$ cat config.mk
export PLATFORM = sky130hd
export DESIGN_NAME = decode_seq
export DESIGN_NICKNAME = d
export VERILOG_FILES = /design/src/rtl/decode_seq.sv
export SDC_FILE = /design/constraint.sdc
export NUM_CORES = 1
export LEC_CHECK = 0
export ABC_AREA = 1
export CAP_MARGIN = 20
export CELL_PAD_IN_SITES_DETAIL_PLACEMENT = 0
export CELL_PAD_IN_SITES_GLOBAL_PLACEMENT = 1
export CORE_ASPECT_RATIO = 0.5
export CORE_MARGIN = 8
export CORE_UTILIZATION = 30
export CTS_CLUSTER_DIAMETER = 200
export CTS_CLUSTER_SIZE = 24
export DETAILED_ROUTE_END_ITERATION = 10
export MAX_ROUTING_LAYER = met4
export PLACE_DENSITY = 0.9
export SLEW_MARGIN = 20
export SYNTH_ARGS = -nofsm -noshare
export SYNTH_HDL_FRONTEND = slang
export SYNTH_SLANG_ARGS = --single-unit
$ cat constraint.sdc
create_clock -name clk -period 2 [get_ports clk]
set_input_delay 0.4 -clock clk [delete_from_list [all_inputs] [get_ports clk]]
set_output_delay 0.4 -clock clk [all_outputs]
set_load 0.05 [all_outputs]
$ cat src/rtl/decode_seq.sv
// decode_seq: instruction fetch/decode sequencer with a call-depth tracker.
// Instructions are fetched one word at a time (plus an optional immediate
// word). Each one is executed in a single EXEC cycle. Program flow is then
// redirected, or the sequencer stops in HALT.
module decode_seq #(
  parameter int              DW       = 16,
  parameter int              DEPTH    = 8,
  parameter logic [DW-1:0]   RESET_PC = '0
) (
  input  logic                         clk,
  input  logic                         reset,
  input  logic [DW-1:0]                fetch_data,
  input  logic                         fetch_valid,
  input  logic                         cond_pass,
  input  logic [DW-1:0]                rd_data,
  input  logic                         resume,
  output logic                         fetch_req,
  output logic [DW-1:0]                fetch_addr,
  output logic [DW-1:0]                pc,
  output logic                         rd_wen,
  output logic [2:0]                   alu_sel,
  output logic [DW-1:0]                imm_out,
  output logic                         stack_push,
  output logic                         stack_pop,
  output logic [DW-1:0]                ret_addr,
  output logic [$clog2(DEPTH+1)-1:0]   depth,
  output logic                         halted,
  output logic [1:0]                   fault
);

  localparam int DPW = $clog2(DEPTH+1);

  localparam logic [4:0] OP_NOP  = 5'b00000;
  localparam logic [4:0] OP_CALL = 5'b00001;
  localparam logic [4:0] OP_CMPR = 5'b00010;
  localparam logic [4:0] OP_CMPI = 5'b00011;
  localparam logic [4:0] OP_JMPR = 5'b00100;
  localparam logic [4:0] OP_JMPI = 5'b00101;
  localparam logic [4:0] OP_ADDR = 5'b01000;
  localparam logic [4:0] OP_ADDI = 5'b01001;
  localparam logic [4:0] OP_RTN  = 5'b11100;
  localparam logic [4:0] OP_STP  = 5'b11111;

  localparam logic [DPW-1:0] DEPTH_MAX = DPW'(DEPTH);
  localparam logic [DW-1:0]  PC_ONE    = {{(DW-1){1'b0}}, 1'b1};

  typedef enum logic [1:0] {FETCH, IMM, EXEC, HALT} state_t;

  state_t          state_q, state_d;
  logic [DW-1:0]   pc_q, pc_d;
  logic [DW-1:0]   imm_q, imm_d;
  logic [DPW-1:0]  depth_q, depth_d;
  logic [1:0]      fault_q, fault_d;
  // Only the opcode field and the CMP skip count of the instruction word are
  // ever used, so the middle bits of the instruction register are not kept.
  logic [4:0]      opc_q, opc_d;
  logic [1:0]      skip_q, skip_d;

  // Opcodes that carry a second (immediate) word.
  function automatic logic needs_imm(input logic [4:0] opc);
    return (opc == OP_CALL) || (opc == OP_JMPI) ||
           (opc == OP_CMPI) || (opc == OP_ADDI);
  endfunction

  // State register; reset returns to a clean fetch at RESET_PC from any state.
  always_ff @(posedge clk or posedge reset) begin
    if (reset) begin
      state_q <= FETCH;
      pc_q    <= RESET_PC;
      imm_q   <= '0;
      depth_q <= '0;
      fault_q <= 2'b00;
      opc_q   <= '0;
      skip_q  <= '0;
    end else begin
      state_q <= state_d;
      pc_q    <= pc_d;
      imm_q   <= imm_d;
      depth_q <= depth_d;
      fault_q <= fault_d;
      opc_q   <= opc_d;
      skip_q  <= skip_d;
    end
  end

  // Next-state logic and the one-cycle control pulses issued in EXEC.
  always_comb begin
    state_d    = state_q;
    pc_d       = pc_q;
    imm_d      = imm_q;
    depth_d    = depth_q;
    fault_d    = fault_q;
    opc_d      = opc_q;
    skip_d     = skip_q;
    fetch_req  = 1'b0;
    rd_wen     = 1'b0;
    alu_sel    = 3'b000;
    stack_push = 1'b0;
    stack_pop  = 1'b0;
    ret_addr   = '0;

    case (state_q)
      FETCH: begin
        fetch_req = 1'b1;
        if (fetch_valid) begin
          opc_d   = fetch_data[15:11];
          skip_d  = fetch_data[1:0];
          pc_d    = pc_q + PC_ONE;
          state_d = needs_imm(fetch_data[15:11]) ? IMM : EXEC;
        end
      end

      IMM: begin
        fetch_req = 1'b1;
        if (fetch_valid) begin
          imm_d   = fetch_data;
          pc_d    = pc_q + PC_ONE;
          state_d = EXEC;
        end
      end

      EXEC: begin
        state_d = FETCH;
        case (opc_q)
          OP_NOP: ;
          OP_ADDR, OP_ADDI: begin
            rd_wen  = 1'b1;
            alu_sel = 3'b100;
          end
          OP_CMPR, OP_CMPI: begin
            if (cond_pass)
              pc_d = pc_q + {{(DW-2){1'b0}}, skip_q} + PC_ONE;
          end
          OP_JMPR: pc_d = rd_data;
          OP_JMPI: pc_d = imm_q;
          OP_CALL: begin
            if (depth_q < DEPTH_MAX) begin
              stack_push = 1'b1;
              rd_wen     = 1'b1;
              alu_sel    = 3'b001;
              ret_addr   = pc_q;
              pc_d       = imm_q;
              depth_d    = depth_q + DPW'(1);
            end else begin
              fault_d = 2'b01;
              state_d = HALT;
            end
          end
          OP_RTN: begin
            if (depth_q != '0) begin
              stack_pop = 1'b1;
              pc_d      = rd_data;
              depth_d   = depth_q - DPW'(1);
            end else begin
              fault_d = 2'b10;
              state_d = HALT;
            end
          end
          OP_STP: state_d = HALT;
          default: begin
            fault_d = 2'b11;
            state_d = HALT;
          end
        endcase
      end

      HALT: begin
        if (resume && (fault_q == 2'b00))
          state_d = FETCH;
      end

      default: state_d = FETCH;
    endcase
  end

  assign fetch_addr = pc_q;
  assign pc         = pc_q;
  assign imm_out    = imm_q;
  assign depth      = depth_q;
  assign fault      = fault_q;
  assign halted     = (state_q == HALT);

endmodule

# After elaboration in Yosys (flattened, before gate mapping)
# Cells that the tools add are included.
# op_classes
n_reduce_logical,21
eq_ne,28
n_lt_le_gt_ge,1
addsub,5
bitwise,1
muxes,35
# op_table
operator,n
$mux 16,7
$pmux 16 s5,1
$add 16x1->16 const B,2
$pmux 16 s2,1
$add 16x2->16,1
$mux 2,8
$eq 5x2->1 const B,3
$eq 5x3->1 const B,3
$eq 5x4->1 const B,3
$ne 2x2->1 const B,6
$pmux 2 s3,2
$eq 5x1->1 const B,2
$eq 5x5->1 const B,2
$mux 1,9
$ne 3x3->1 const B,3
$mux 4,2
$pmux 2 s4,1
$pmux 4 s2,1
$reduce_and 4->1,2
$reduce_or 8->1,1
$reduce_or 7->1,1
$ne 6x2->1 const B,1
$pmux 3 s2,1
$reduce_and 6->1,1
18 further kinds,27
# totals
input_bits,37
output_inout_bits,78
reg_bits,47

# Logic depth before layout (Yosys ltp)
# logic_depth
word_depth,7
depth_mapped,13
depth_no_buf,13

# Worst setup path before layout
# No wires, ideal clock.
# synth_timing
path_type,flip-flop to output port
startpoint,reg state_q[1]
endpoint,out ret_addr[10]
path_buffers,1
path_stages_with_launch,8
path_slack_ns,-0.816
required_ns,1.600
t_arrival_ns,2.416
path_cell_list,dfrtp_1 > inv_1 > nor2_4 > inv_2 > nor2_2 > inv_2 > buf_6 > nor2_1
# synth_between
elab_chain_cells,2
# synth_rtl
element,line_no,rtl
start: declaration,49,"state_t state_q, state_d;"
start signal: assignment,76,state_q <= state_d;
$eq 2x2->1,102,case (state_q)
$mux 16,102,
end: declaration,25,"output logic [DW-1:0] ret_addr,"
# Every way passes these cells.

# Worst setup path in the final report
# layout_timing
startpoint,reg opc_q[4]
endpoint,out ret_addr[3]
# layout_between
elab_chain_cells,3
# layout_rtl
element,line_no,rtl
start: declaration,56,"logic [4:0] opc_q, opc_d;"
start signal: assignment,81,opc_q <= opc_d;
$eq 5x1->1,124,case (opc_q)
$mux 16,124,
$mux 16,102,
# Every way passes these cells.

==> run summary <==
status: complete, but fails checks
failing checks: negative setup slack
post-synth top area cell: dfrtp_1
DR WL/cell: 15.2 um
Die Area: 16100 um^2
Simple-Gate Fraction of Synth Area: 36.2%
HPWL after DPL: 9550 um
Synth top area share: 32.3%
Synth Instances: 532
Multi-input gate area: 2210 um^2
sequential share of the synthesized area: 32.3%
first-pass GRT wire length: 19500 um
CTS tree: yes
Pint: 4.11 mW
Port Buffers: 113
layout cells sized above 1: 27.7%
switch share: 57.0%
met2 global-route usage: 26.0%
Tmin final: 2010 ps
number of global-route vias before repair: 3619
CP Launch Type: flop
# DRC: 0
largest family of logic cells by synthesized area: simple AND/OR/NAND/NOR gates
Peak VDD IR: 0.605 mV
final cycle utilization of the critical path: 101%
n_diodes: 0
combinational share of power: 70.6%
final setup vio count: 12
worst-path fanout max: 8
CP peak stage delay: 410 ps
Rows: 28
gpl congestion: 0.896
WS Path Type: flop to primary output
Worst Clk Skew: 9.22 ps
yosys warns: 0
Max Freq: 497 MHz
DRT antenna net count: 0
Slew @ Worst Pin: 530 ps
H-tree depth: 2
antenna violations before repair: 0
Num CTS Buffers: 5
Post-Synth XOR/XNOR Area: 3.12%
adder-cell share of the synthesized area: 2.81%
worst-path cell chain: nor2_4, nand2_2, inv_4, nand3_4, nor2_4, buf_6, inv_8, nor2_4, buf_12
Worst-Skew Late Latency: 300 ps
Sequential Power Share: 20.0%
clock network fraction of total power: 9.5%
power per cell area: 1730 nW/um^2
Placed Instances: 801
pin count of the biggest net entering global routing: 48
RSZ-0062 raised after global routing: true
Reg2Reg Setup Slack: 130 ps
setup slack after layout: -13.9 ps
Layout Cells excl Fill: 821
Detailed Route WL: 12500 um
GRT busiest layer: met2
Post-DP Area: 5200 um^2
Final Total Pwr: 9.56 mW
Worst Path Required: 1600 ps
Worst Hold Class: input port to async pin
CP dominant cell by count: nor2_4
fill count: 1201
first-pass detailed-route iteration total: 5
Max Slew Vio Count: 0
Synth area leaders: dfrtp_1 32%, nand2_1 16%, nor2_1 6.7%
Buf+Inv Stages, Crit Path: 4
Mean Syn Cell Area: 6.85 um^2
I/O pin cnt: 115
register area: 1180 um^2
CP Capture Type: primary output
Starting DRT DRC Count: 234
initial core utilization: 30.8%
flops & latches, synth: 47
CP max stage cell: dfrtp_1
core region area: 11800 um^2
Leak: 2.57 nW
Synth Net Count: 576
via count: 3824
mapped cell area: 3640 um^2
Area growth syn-to-layout: 51.8%
Reg clk slew, reported paths: 80 ps
Die X-Extent: 172 um
Crit path arrival time: 1610 ps
Hold Fails Final Rpt: 0
Die H: 93.9 um
final instance area: 5530 um^2
post-synthesis cell type count: 37
Synth Area in Compound Gates: 12.1%
total track usage: 15.7%
root buffer cell: clkbuf_16
clk sinks: 47
worst hold slack: 470 ps
Nets: 699
met1 usage: 20.0%
Remaining Overflow, GRT: 0
max-cap violations: 0
post-layout util: 46.7%
mux share of post-synthesis cell area: 0.927%
vias per cell: 4.66
worst rel slew slack: 64.6%
Switch Pwr: 5.45 mW
clock buffer depth: 2
met3 usage: 2.43%
CP delay by family, top: simple AND/OR/NAND/NOR gates
==> tightest hold or removal path, cell delays in order <==
cell and delay [ps]:
clkdlybuf4s50_1 410, inv_2 70, buf_12 260
==> stage by stage <==
| stage | TNS (ps) | setup slack, ps |
|---|---|---|
| floorplan | -5230 | -326 |
| finish | -43.3 | -13.9 |
| global route | -1360 | -95.1 |
| detailed placement | -80.5 | -27.2 |
| CTS | -114 | -18.8 |
| global placement | 0 | 32.0 |
==> layout make-up <==
type	count	area share, %
multi-input combinational	393	39.9
timing repair inverter	1	0.204
timing repair buffer	148	27.8
clock inverter	3	0.498
clock buffer	5	2.26
inverter	59	4.18
sequential	47	21.3
tap	165	3.73
==> placed cells by master, fill, tap and decap left out, drive strengths merged, types with 10 or more instances in the layout <==
| cell type | netlist | final |
|---|---|---|
| nand2 | 160 | 160 |
| buf | 27 | 99 |
| clkdlybuf4s50 | 0 | 49 |
| xor2 | 10 | 10 |
| nand3 | 48 | 48 |
| nor2 | 74 | 74 |
| o21ai | 40 | 40 |
| dfrtp | 47 | 47 |
| a21oi | 29 | 29 |
| inv | 59 | 62 |
==> synthesized netlist by cell type, drive strengths merged <==
| master | number |
|---|---|
| nand4 | 7 |
| dfrtp | 47 |
| mux2 | 3 |
| o21ai | 40 |
| xor2 | 10 |
| a31oi | 3 |
| ha | 5 |
| inv | 59 |
| fa | 2 |
| nor3 | 1 |
| nand3 | 48 |
| nor2 | 74 |
| nand2 | 160 |
| o211ai | 1 |
| buf | 27 |
| a22oi | 2 |
| a211oi | 1 |
| clkbuf | 6 |
| or2 | 2 |
| xnor2 | 3 |
| a21oi | 29 |
| a21boi | 1 |
| conb | 1 |
==> layer usage <==
| layer | routed length, um | vias to the layer above | part of all wire [%] |
|---|---|---|---|
| met5 | 0 | - | 0 |
| met3 | 824 | 14 | 6.6 |
| met2 | 6130 | 122 | 49 |
| met4 | 149 | 0 | 1.2 |
| li1 | - | 1921 | - |
| met1 | 5360 | 1767 | 43 |
==> registers in the layout, summed over array words and instances, names as in the netlist <==
register / count
fault: 2
imm_out: 16
depth: 4
skip_q: 2
fetch_addr: 16
state_q: 2
opc_q: 5
==> power by group through the flow <==
stage	clock network [mW]	registers (mW)	logic, mW
3_3_place_gp	0	1.90	6.46
2_1_floorplan	0	2.97	3.57
5_1_grt	0.977	1.97	7.27
4_1_cts	0.931	1.91	6.67
3_5_place_dp	0	1.93	6.52
6_report	0.903	1.91	6.75
==> what timing repair did <==
action	CTS	global route
pin swaps	5	2
cloned	1	0
resized for setup	17	8
buffers inserted	7	4
hold buffers	0	0
endpoints found under the setup margin	19	37
==> cell families after synthesis <==
kind of cell,Yosys count
adders and majority gates,7
xor gates and xnor gates,13
buffers and inverters,92
DFF,47
muxes,3
AOI/OAI and AO/OA,77
and+or+nand+nor,292
other,1
==> worst paths after layout <==
check	startpoint	endpoint	depth (start not counted)
max in group asynchronous	reset	fetch_addr[1]	3
min in group clk	depth[0]	depth[0]	1
hold reg to reg	depth[0]	depth[0]	1
setup / recovery	opc_q[4]	ret_addr[3]	9
setup reg to reg	opc_q[1]	depth[3]	11
hold / removal	reset	opc_q[1]	3
(Power assumes the default switching activity.)
